**src/rtl/mem_port_arbiter.sv**
```systemverilog
// Shares one memory port between I/D line bursts (D priority, streak-bounded); grant 1 cycle after request,
// LINE_WORDS acked beats then a 1-cycle DONE; a missing mem_ack holds the burst indefinitely.
module mem_port_arbiter #(
   parameter int LINE_WORDS   = 4,
   parameter int MAX_D_STREAK = 4
) (
   input  logic        clk,
   input  logic        rst,
   input  logic        i_req,
   input  logic [29:0] i_addr,
   output logic [31:0] i_rdata,
   output logic        i_rvalid,
   output logic        i_done,
   input  logic        d_req,
   input  logic        d_we,
   input  logic [29:0] d_addr,
   input  logic [31:0] d_wdata,
   output logic        d_wready,
   output logic [31:0] d_rdata,
   output logic        d_rvalid,
   output logic        d_done,
   output logic        mem_req,
   output logic        mem_we,
   output logic [29:0] mem_addr,
   output logic [31:0] mem_wdata,
   input  logic [31:0] mem_rdata,
   input  logic        mem_ack,
   output logic [1:0]  owner,
   output logic        pipe_hold
);
   localparam int WB = $clog2(LINE_WORDS);
   localparam int SB = $clog2(MAX_D_STREAK + 1);
   localparam logic [29:0] LOW_MASK = 30'(LINE_WORDS - 1);

   typedef enum logic [1:0] {IDLE, BUSY_I, BUSY_D, DONE} state_t;

   state_t        state;
   state_t        state_nxt;
   logic [WB-1:0] word_cnt;
   logic [SB-1:0] streak;
   logic [29:0]   base;
   logic          we_lat;
   logic [1:0]    owner_lat;
   logic          grant_i;
   logic          grant_d;
   logic          busy;
   logic          last_beat;

   assign busy      = (state == BUSY_I) || (state == BUSY_D);
   assign last_beat = (word_cnt == WB'(LINE_WORDS - 1));

   always_ff @(posedge clk) begin
      if (rst) state <= IDLE;
      else     state <= state_nxt;
   end

   // D wins unless I is waiting and D has already used up its streak allowance.
   always_comb begin
      state_nxt = state;
      grant_i   = 1'b0;
      grant_d   = 1'b0;
      case (state)
         IDLE: begin
            if (d_req && (!i_req || (streak < SB'(MAX_D_STREAK)))) begin
               state_nxt = BUSY_D;
               grant_d   = 1'b1;
            end else if (i_req) begin
               state_nxt = BUSY_I;
               grant_i   = 1'b1;
            end
         end
         BUSY_I, BUSY_D: if (mem_ack && last_beat) state_nxt = DONE;
         DONE:    state_nxt = IDLE;
         default: state_nxt = IDLE;
      endcase
   end

   always_ff @(posedge clk) begin
      if (rst) begin
         word_cnt  <= '0;
         streak    <= '0;
         base      <= '0;
         we_lat    <= 1'b0;
         owner_lat <= 2'b00;
      end else begin
         if (grant_i || grant_d) begin
            base      <= (grant_d ? d_addr : i_addr) & ~LOW_MASK;
            we_lat    <= grant_d & d_we;
            word_cnt  <= '0;
            owner_lat <= grant_d ? 2'b10 : 2'b01;
         end else if (busy && mem_ack) begin
            word_cnt  <= word_cnt + 1'b1;
         end
         if (grant_i)      streak <= '0;
         else if (grant_d) streak <= i_req ? streak + 1'b1 : '0;
      end
   end

   always_comb begin
      mem_req   = 1'b0;
      mem_we    = 1'b0;
      mem_addr  = '0;
      owner     = 2'b00;
      i_rvalid  = 1'b0;
      d_rvalid  = 1'b0;
      d_wready  = 1'b0;
      i_done    = 1'b0;
      d_done    = 1'b0;
      pipe_hold = 1'b0;
      case (state)
         IDLE: pipe_hold = i_req | d_req;
         BUSY_I: begin
            mem_req   = 1'b1;
            mem_addr  = base | 30'(word_cnt);
            owner     = 2'b01;
            i_rvalid  = mem_ack;
            pipe_hold = 1'b1;
         end
         BUSY_D: begin
            mem_req   = 1'b1;
            mem_we    = we_lat;
            mem_addr  = base | 30'(word_cnt);
            owner     = 2'b10;
            d_rvalid  = mem_ack & ~we_lat;
            d_wready  = mem_ack & we_lat;
            pipe_hold = 1'b1;
         end
         DONE: begin
            i_done = (owner_lat == 2'b01);
            d_done = (owner_lat == 2'b10);
         end
         default: ;
      endcase
   end

   assign i_rdata   = mem_rdata;
   assign d_rdata   = mem_rdata;
   assign mem_wdata = d_wdata;
endmodule

```
**config.mk**
```make
export PLATFORM = sky130hd
export DESIGN_NAME = mem_port_arbiter
export DESIGN_NICKNAME = d
export VERILOG_FILES = /design/src/rtl/mem_port_arbiter.sv
export SDC_FILE = /design/constraint.sdc
export NUM_CORES = 1
export LEC_CHECK = 0
export CAP_MARGIN = 20
export CORE_AREA = 2 2 104 106
export DETAILED_ROUTE_END_ITERATION = 8
export DIE_AREA = 0 0 106 108
export GPL_TIMING_DRIVEN = 0
export PLACE_DENSITY = 0.72
export SYNTH_ARGS = -nofsm -noshare
export SYNTH_HDL_FRONTEND = slang
export SYNTH_SLANG_ARGS = --single-unit
```
**constraint.sdc**
```tcl
create_clock -name clk -period 2.2 [get_ports clk]
set_clock_uncertainty 0.05 [all_clocks]
set_input_delay 0.33 -clock clk [delete_from_list [all_inputs] [get_ports clk]]
set_output_delay 0.33 -clock clk [all_outputs]
set_load 0.02 [all_outputs]
```
==> results of run 1 <==
==> area by class of cell <==
| class | count | area (um^2) |
|---|---|---|
| Multi-Input combinational cell | 167 | 1135 |
| Buffer | 110 | 853.3 |
| Fill cell | 1005 | 5383 |
| Inverter | 3 | 11.26 |
| Tap cell | 136 | 170.2 |
| Timing Repair Buffer | 196 | 1818 |
| Clock buffer | 6 | 82.58 |
| Clock inverter | 2 | 12.51 |
| Sequential cell | 38 | 765.7 |
==> critical path, stage by stage, from the launching register on <==
cell and delay (ns):
dfxtp_4 0.38, inv_1 0.09, ha_4 0.28, clkbuf_8 0.16, clkbuf_8 0.16, inv_1 0.04, a21oi_1 0.11, buf_2 0.19
==> where the power goes <==
group / total [mW] / switching (mW) / internal, mW / leakage [nW]
logic: 2.40 / 1.25 / 1.14 / 1.97
registers: 0.973 / 0.0947 / 0.878 / 0.314
clock network: 0.506 / 0.254 / 0.252 / 0.0472
==> cell usage in the layout (no fill, tap or decap), types with 2 or more instances in the layout <==
master / netlist / layout
inv_1: 3 / 2
o21ai_0: 8 / 8
ha_1: 8 / 7
nand3_1: 2 / 2
nand2_1: 34 / 34
buf_2: 4 / 34
o21ai_2: 11 / 11
dlymetal6s2s_1: 0 / 3
buf_4: 96 / 96
buf_6: 4 / 4
clkbuf_8: 0 / 9
clkdlybuf4s50_1: 0 / 162
and2_1: 33 / 33
dfxtp_1: 38 / 36
o21ai_1: 10 / 10
a22oi_1: 3 / 3
nor2_1: 11 / 11
mux2i_1: 30 / 30
==> repair_timing <==
| item | CTS | global route |
|---|---|---|
| hold buffers | 0 | 0 |
| setup endpoints to repair | 32 | 12 |
| gates resized for setup | 134 | 6 |
| pin swaps | 0 | 0 |
==> final timing paths <==
path	slack, ns	cells past startpoint	from	end
max	0.13	7	state[0]	pipe_hold
min	0.33	2	rst	state[0]
max reg2reg	0.46	7	state[0]	base[21]
min reg2reg	0.40	2	base[23]	base[23]
==> routing by layer <==
layer / track usage (%) / share of wire (%)
met4: 3.102 / 0.66
met1: 13.31 / 34
met3: 4.822 / 11
met2: 25.62 / 54
met5: 0 / 0
==> registers in the layout, indices dropped and copies added, names as in the netlist <==
name	flops
word_cnt	2
streak	3
state	2
base	28
we_lat	1
owner_lat	2
==> logic make-up after synthesis <==
family | after synthesis
buf+inv | 113
xor+xnor | 1
fa+ha+maj | 8
flops | 38
simple gates | 89
compound gates | 39
mux | 30
==> impl_results.md, run 1 <==
- CTS tree: done
- Final instance area: 0.004848 mm^2
- Synth-to-Final Area Change: 78.65%
- Iter 0 DRT Violations: 45
- Synth Cell Area: 0.002714 mm^2
- Slew @ Worst Pin: 0.3731 ns
- Flops & latches, synth: 38
- Fin cells: 658
- Antenna violations before repair: 0
- Die Height: 108 um
- Pre-antenna DRT Iters: 4
- Crit path arrival time: 1.69 ns
- Grt total ovfl: 0
- Synth cell count leaders: buf_4 (96), dfxtp_1 (38), nand2_1 (34)
- Number of routed nets with antenna violations: 0
- Most numerous cell in the Yosys netlist: buf_4
- Slew Viols, Final: 0
- Residual DRC count: 0
- Setup crit end kind: primary output
- Die area: 0.01145 mm^2
- Antenna Cells: 0
- Largest net degree at the start of global routing: 13
- Core area: 0.01023 mm^2
- Clock root cell: clkbuf_8
- Max-Cap Viols: 0
- Tcrit/Tclk final: 94.24%
- Starting Density: between 20% and 30%
- Yosys warning count: 0
- GRT Util Overall: a little over an eighth
- Synth Area in Compound Gates: 9.636%
- Port bufs: 196
- Post-synthesis mux area share: between 10% and 20%
- CP Max Fanout: 10
- Clock latency on the worst-skew pair: 0.28 ns
- Synth Instances: 318
- Post-CTS Setup Bufs: 0
- IO Pins: between 200 and 300
- Clk sinks: 38
- Status: finished, final reports clean
- Adder-Cell Fraction of Synth Area: 3.688%
- Ys flop type: dfxtp_1
- Placer Congestion: 0.6838
- Hold_ws: about 0.33 ns
- Pre-CTS setup slack: -0.6583 ns
- Max_slew headroom: ~75%
- Cell area after placement: about 0.0048 mm^2
- PwrDens: roughly 800 mW/mm^2
- Maximum vdd ir drop: 0.0004134 V
- Global-route wire length before repair: 12.14 mm
- Crit path required time: 1.82 ns
- Overall die width: 106 um
- Main combinational cell family by area after synthesis: buffers and inverters
- Total number of vias: roughly 2700
- Worst hold-check path type: in2reg
- Startpoint type of the worst setup path: flip-flop
- Post-synth top area share: 28.03%
- Unrepaired setup endpoints after global routing: no
- Post-Syn Area per Cell: around 8.5 um^2
- Final setup vio count: 0
- Hold Fails Final Rpt: 0
- Synth Net Count: roughly 460
- Synth area leaders: dfxtp_1 (28%), buf_4 (27%), mux2i_1 (11%)
- Nets: 659
- Final core occ: a little under half
- Worst setup margin: 0.1268 ns
- Cts bufs inserted: 5
- Fmax: 482.3 MHz
- Pleak: 2.332 nW
- Vias per cell: 4.085
- Layout cell share with drive strength beyond 1: 31.42%
- Worst-case clock buffer depth: 2
- Reg clk slew, reported paths: around 0.080 ns
- Wire per inst: 12.16 um
- Final Power: roughly 3.9 mW
- Cell row count: 37
- Dpl cells: 650
- Post-synthesis xor/xnor area fraction: 0.3227%
- Register area share after synthesis: approximately 28%
- Setup TNS: 0 ns
- Async SR Flop Fraction: 0%
- Number of global-route vias before repair: 2566
- Leading area contributor after synthesis: dfxtp_1
- DP Wirelength: 6.818 mm
- Number of flops mapped to enable cells by yosys: 0
- Post-synthesis simple-gate area fraction: 16.64%
- Setup CP Type: reg2out
- H-tree levels: 2
- Distinct cells, synth: 34
- DRT Wirelength: 8.002 mm
- Final min period: 2.073 ns
No activity file was read; power rests on OpenSTA's default activity.
==> run 2, diff against run 1 <==
Settings changed: ABC_AREA set to 1, CORE_AREA 2 2 104 106 to 2 2 102 104, DIE_AREA 0 0 106 108 to 0 0 104 106, PLACE_DENSITY 0.72 to 0.77.
==> run 2 against run 1 <==
Power decreased by 6.3%. Clock-buffer cell count is 1 higher. Non-clock buffer count grew 2. Final cell count grew 21%. Via count up 20%. Flip-flop and latch count is the same. Combinational power down 8.7%. Core utilization is 3.9 points higher. Largest cell class unchanged.
==> impl_results.md, run 2 <==
- Post-synthesis simple-gate area fraction: 32.05%
- Hold_ws: 0.4012 ns
- Top reg by flops: base
- Clock share of power: about 13%
- Tcrit/Tclk final: a little over nine tenths
- Fmax: 464.7 MHz
- Iter 0 DRT Violations: 67
- CP delay by family, top: buffers and inverters
- Post-CTS Setup Bufs: 0
- PwrDens: 708.2 mW/mm^2
- DP Wirelength: 7.806 mm
- Reg2Reg Setup Slack: approximately 0.45 ns
- Most numerous cell in the Yosys netlist: nand2_1
- Layout cell share with drive strength beyond 1: about a quarter
- Power share of the combinational group: 60.2%
- Largest net degree at the start of global routing: 11
- CTS tree: done
- Worst-case clock buffer depth: 2
- Biggest regs: base: 28 flops, streak: 3 flops
- Maximum vdd ir drop: between 0.0003 and 0.0004 V
- Antenna violations before repair: 0
- Yosys warning count: 0
- Commonest cells after routing, fill and taps aside: clkdlybuf4s50_1 (164), nand2_1 (145), buf_4 (97), inv_1 (69), dfxtp_1 (36)
- Distinct cells, synth: 20
- Synth area leaders: dfxtp_1 (26%), buf_4 (25%), nand2_1 (18%)
- RR Startpoint: state[0]
- CP max stage cell: clkdlybuf4s50_1
- Reg clk slew, reported paths: 0.07 ns
- Core area: ~0.010 mm^2
- Worst setup margin: 0.04828 ns
- Startpoint type of the worst setup path: flip-flop
- WP buf/inv: 3
- Async SR Flop Fraction: 0%
- Register area share after synthesis: 25.81%
- Post-synthesis mux area share: 0%
- Final setup vio count: 0
- Unrepaired setup endpoints after global routing: yes
- Post-synthesis xor/xnor area fraction: 0.5942%
- Setup CP Type: reg2out
- Clock latency on the worst-skew pair: between 0.2 and 0.3 ns
- Synth cell count leaders: nand2_1 (145), buf_4 (97), inv_1 (70)
- Vias per cell: between 4 and 5
- DRT Wirelength: 9.402 mm
- R2R cell count: 7
- Clock root cell: clkbuf_8
- Global-route wire length before repair: 15.01 mm
- GRT Util Overall: around 17%
- Main combinational cell family by area after synthesis: buffers and inverters
- Synth-to-Final Area Change: 74.07%
- Synth Area in Compound Gates: 1.740%
- Starting Density: 29.48%
- Ys flop type: dfxtp_1
- IO Pins: 266
- Number of global-route vias before repair: 3280
- Clk sinks: 38
- H-tree levels: 2
- Max_slew headroom: 78.20%
- Adder-Cell Fraction of Synth Area: 3.396%
- Worst Setup SP: state[0]
- Cts bufs inserted: 5
- Max-Cap Viols: 0
- Number of routed nets with antenna violations: 0
- Number of flops mapped to enable cells by yosys: 0
- Hold Buf Count CTS: 0
- Pre-antenna DRT Iters: 4
- Nets: 800
- Critical path capture point: mem_we
- Hold path start: base[20]
- Number of flip-flops in the largest register: 28
- Crit path arrival time: 1.77 ns
- Leading area contributor after synthesis: dfxtp_1
- Total number of vias: 3220
- Wire per inst: 11.78 um
- CTS-repair resized insts: 107
- Residual DRC count: 0
- Setup TNS: 0 ns
- Die Height: 106 um
- Cell row count: 37
- Final min period: 2.152 ns
- Slew Viols, Final: 0
- Pleak: 2.791 nW
- Die area: 0.01102 mm^2
- Pint: 2.072 mW
- Switching power: 1.562 mW
- Synth Instances: 458
- Synth Net Count: 596
- Placer Congestion: 0.7527
- Reg-to-Reg End: base[23]
- Port bufs: 197
- Most common cell after layout, fill and taps aside: clkdlybuf4s50_1
- Grt total ovfl: 0
- Sw frac: between 40 and 50%
- Status: finished, final reports clean
- Stages on worst setup path: 5
- Setup crit end kind: primary output
- Overall die width: around 100 um
- Final core occ: 51.31%
- Slew @ Worst Pin: 0.3259 ns
- Antenna Cells: 0
- CP Max Fanout: 5
- Post-Syn Area per Cell: 6.436 um^2
- Synth Cell Area: 0.002948 mm^2
- Crit path required time: 1.82 ns
- Flops & latches, synth: 38
- Post-synth top area share: between 20% and 30%
- Pre-CTS setup slack: -0.6589 ns
- Hold Fails Final Rpt: 0
- Most frequent cell on the critical path: inv_1
- Max stage delay on crit path: a little under 0.6 ns
- Sequential power share: 27.2%
- CP Cell Sequence: inv_1, ha_1, nand2_1, inv_1, clkdlybuf4s50_1
- Worst hold-check path type: reg2reg
==> run 2: cell count changes after synthesis, moves of 18 or more <==
cell,previous run,this run
inv_1,3,70
and2_1,33,0
or2_0,0,18
nand3_1,2,32
nand2_1,34,145
mux2i_1,30,0
==> run 2: metal layers <==
metal | vias up | track usage, % | part of all wire [%]
met5 | - | 0 | 0
met4 | 0 | 3.571 | 0.61
met3 | 4 | 5.150 | 8.7
met2 | 157 | 33.18 | 55
met1 | 1415 | 16.69 | 36
li1 | 1644 | - | -
==> run 2: area by class of cell <==
cell class,count,area (um^2)
plain buffers,111,839.6
clock buffers,7,76.32
fillers,1014,4868
inverters,73,274.0
multi-input cells,236,1129
flip-flops and latches,38,765.7
well taps,136,170.2
repair buffers,197,1877
==> run 2: cell families after synthesis <==
kind of cell               Yosys count
and+or+nand+nor                    218
buffers and inverters              184
DFF                                 38
AOI/OAI and AO/OA                    8
adders and majority gates            8
xor gates and xnor gates             2
==> run 2: worst min-delay path by stage <==
stage                     cells past startpoint            to
after detailed placement                      2      base[19]
after global placement                        2      base[28]
after global routing                          2       base[8]
after CTS                                     2      base[20]
after floorplan                               1  owner_lat[0]
final                                         2      base[20]
==> run 2: power by group through the flow <==
stage / clock, mW / sequential (mW) / combinational [mW]
3_3_place_gp: 0 / 0.987 / 2.13
6_report: 0.457 / 0.990 / 2.19
2_1_floorplan: 0 / 0.970 / 1.29
5_1_grt: 0.508 / 1.02 / 2.41
4_1_cts: 0.482 / 0.986 / 2.24
3_5_place_dp: 0 / 0.997 / 2.17
==> run 2: tightest hold or removal path: cells and delay by family (launching register included) <==
| family | cells | cell delay, ns |
|---|---|---|
| simple gates | 2 | 0.10 |
| flops | 1 | 0.31 |
==> run 2: metrics by stage <==
stage | instance area, um^2 | std cells | power, mW
2_1_floorplan | 2948 | 458 | 2.263
3_3_place_gp | 5090 | 791 | 3.117
3_5_place_dp | 5090 | 791 | 3.170
4_1_cts | 5239 | 798 | 3.712
5_1_grt | 5131 | 798 | 3.934
6_report | 5131 | 798 | 3.634
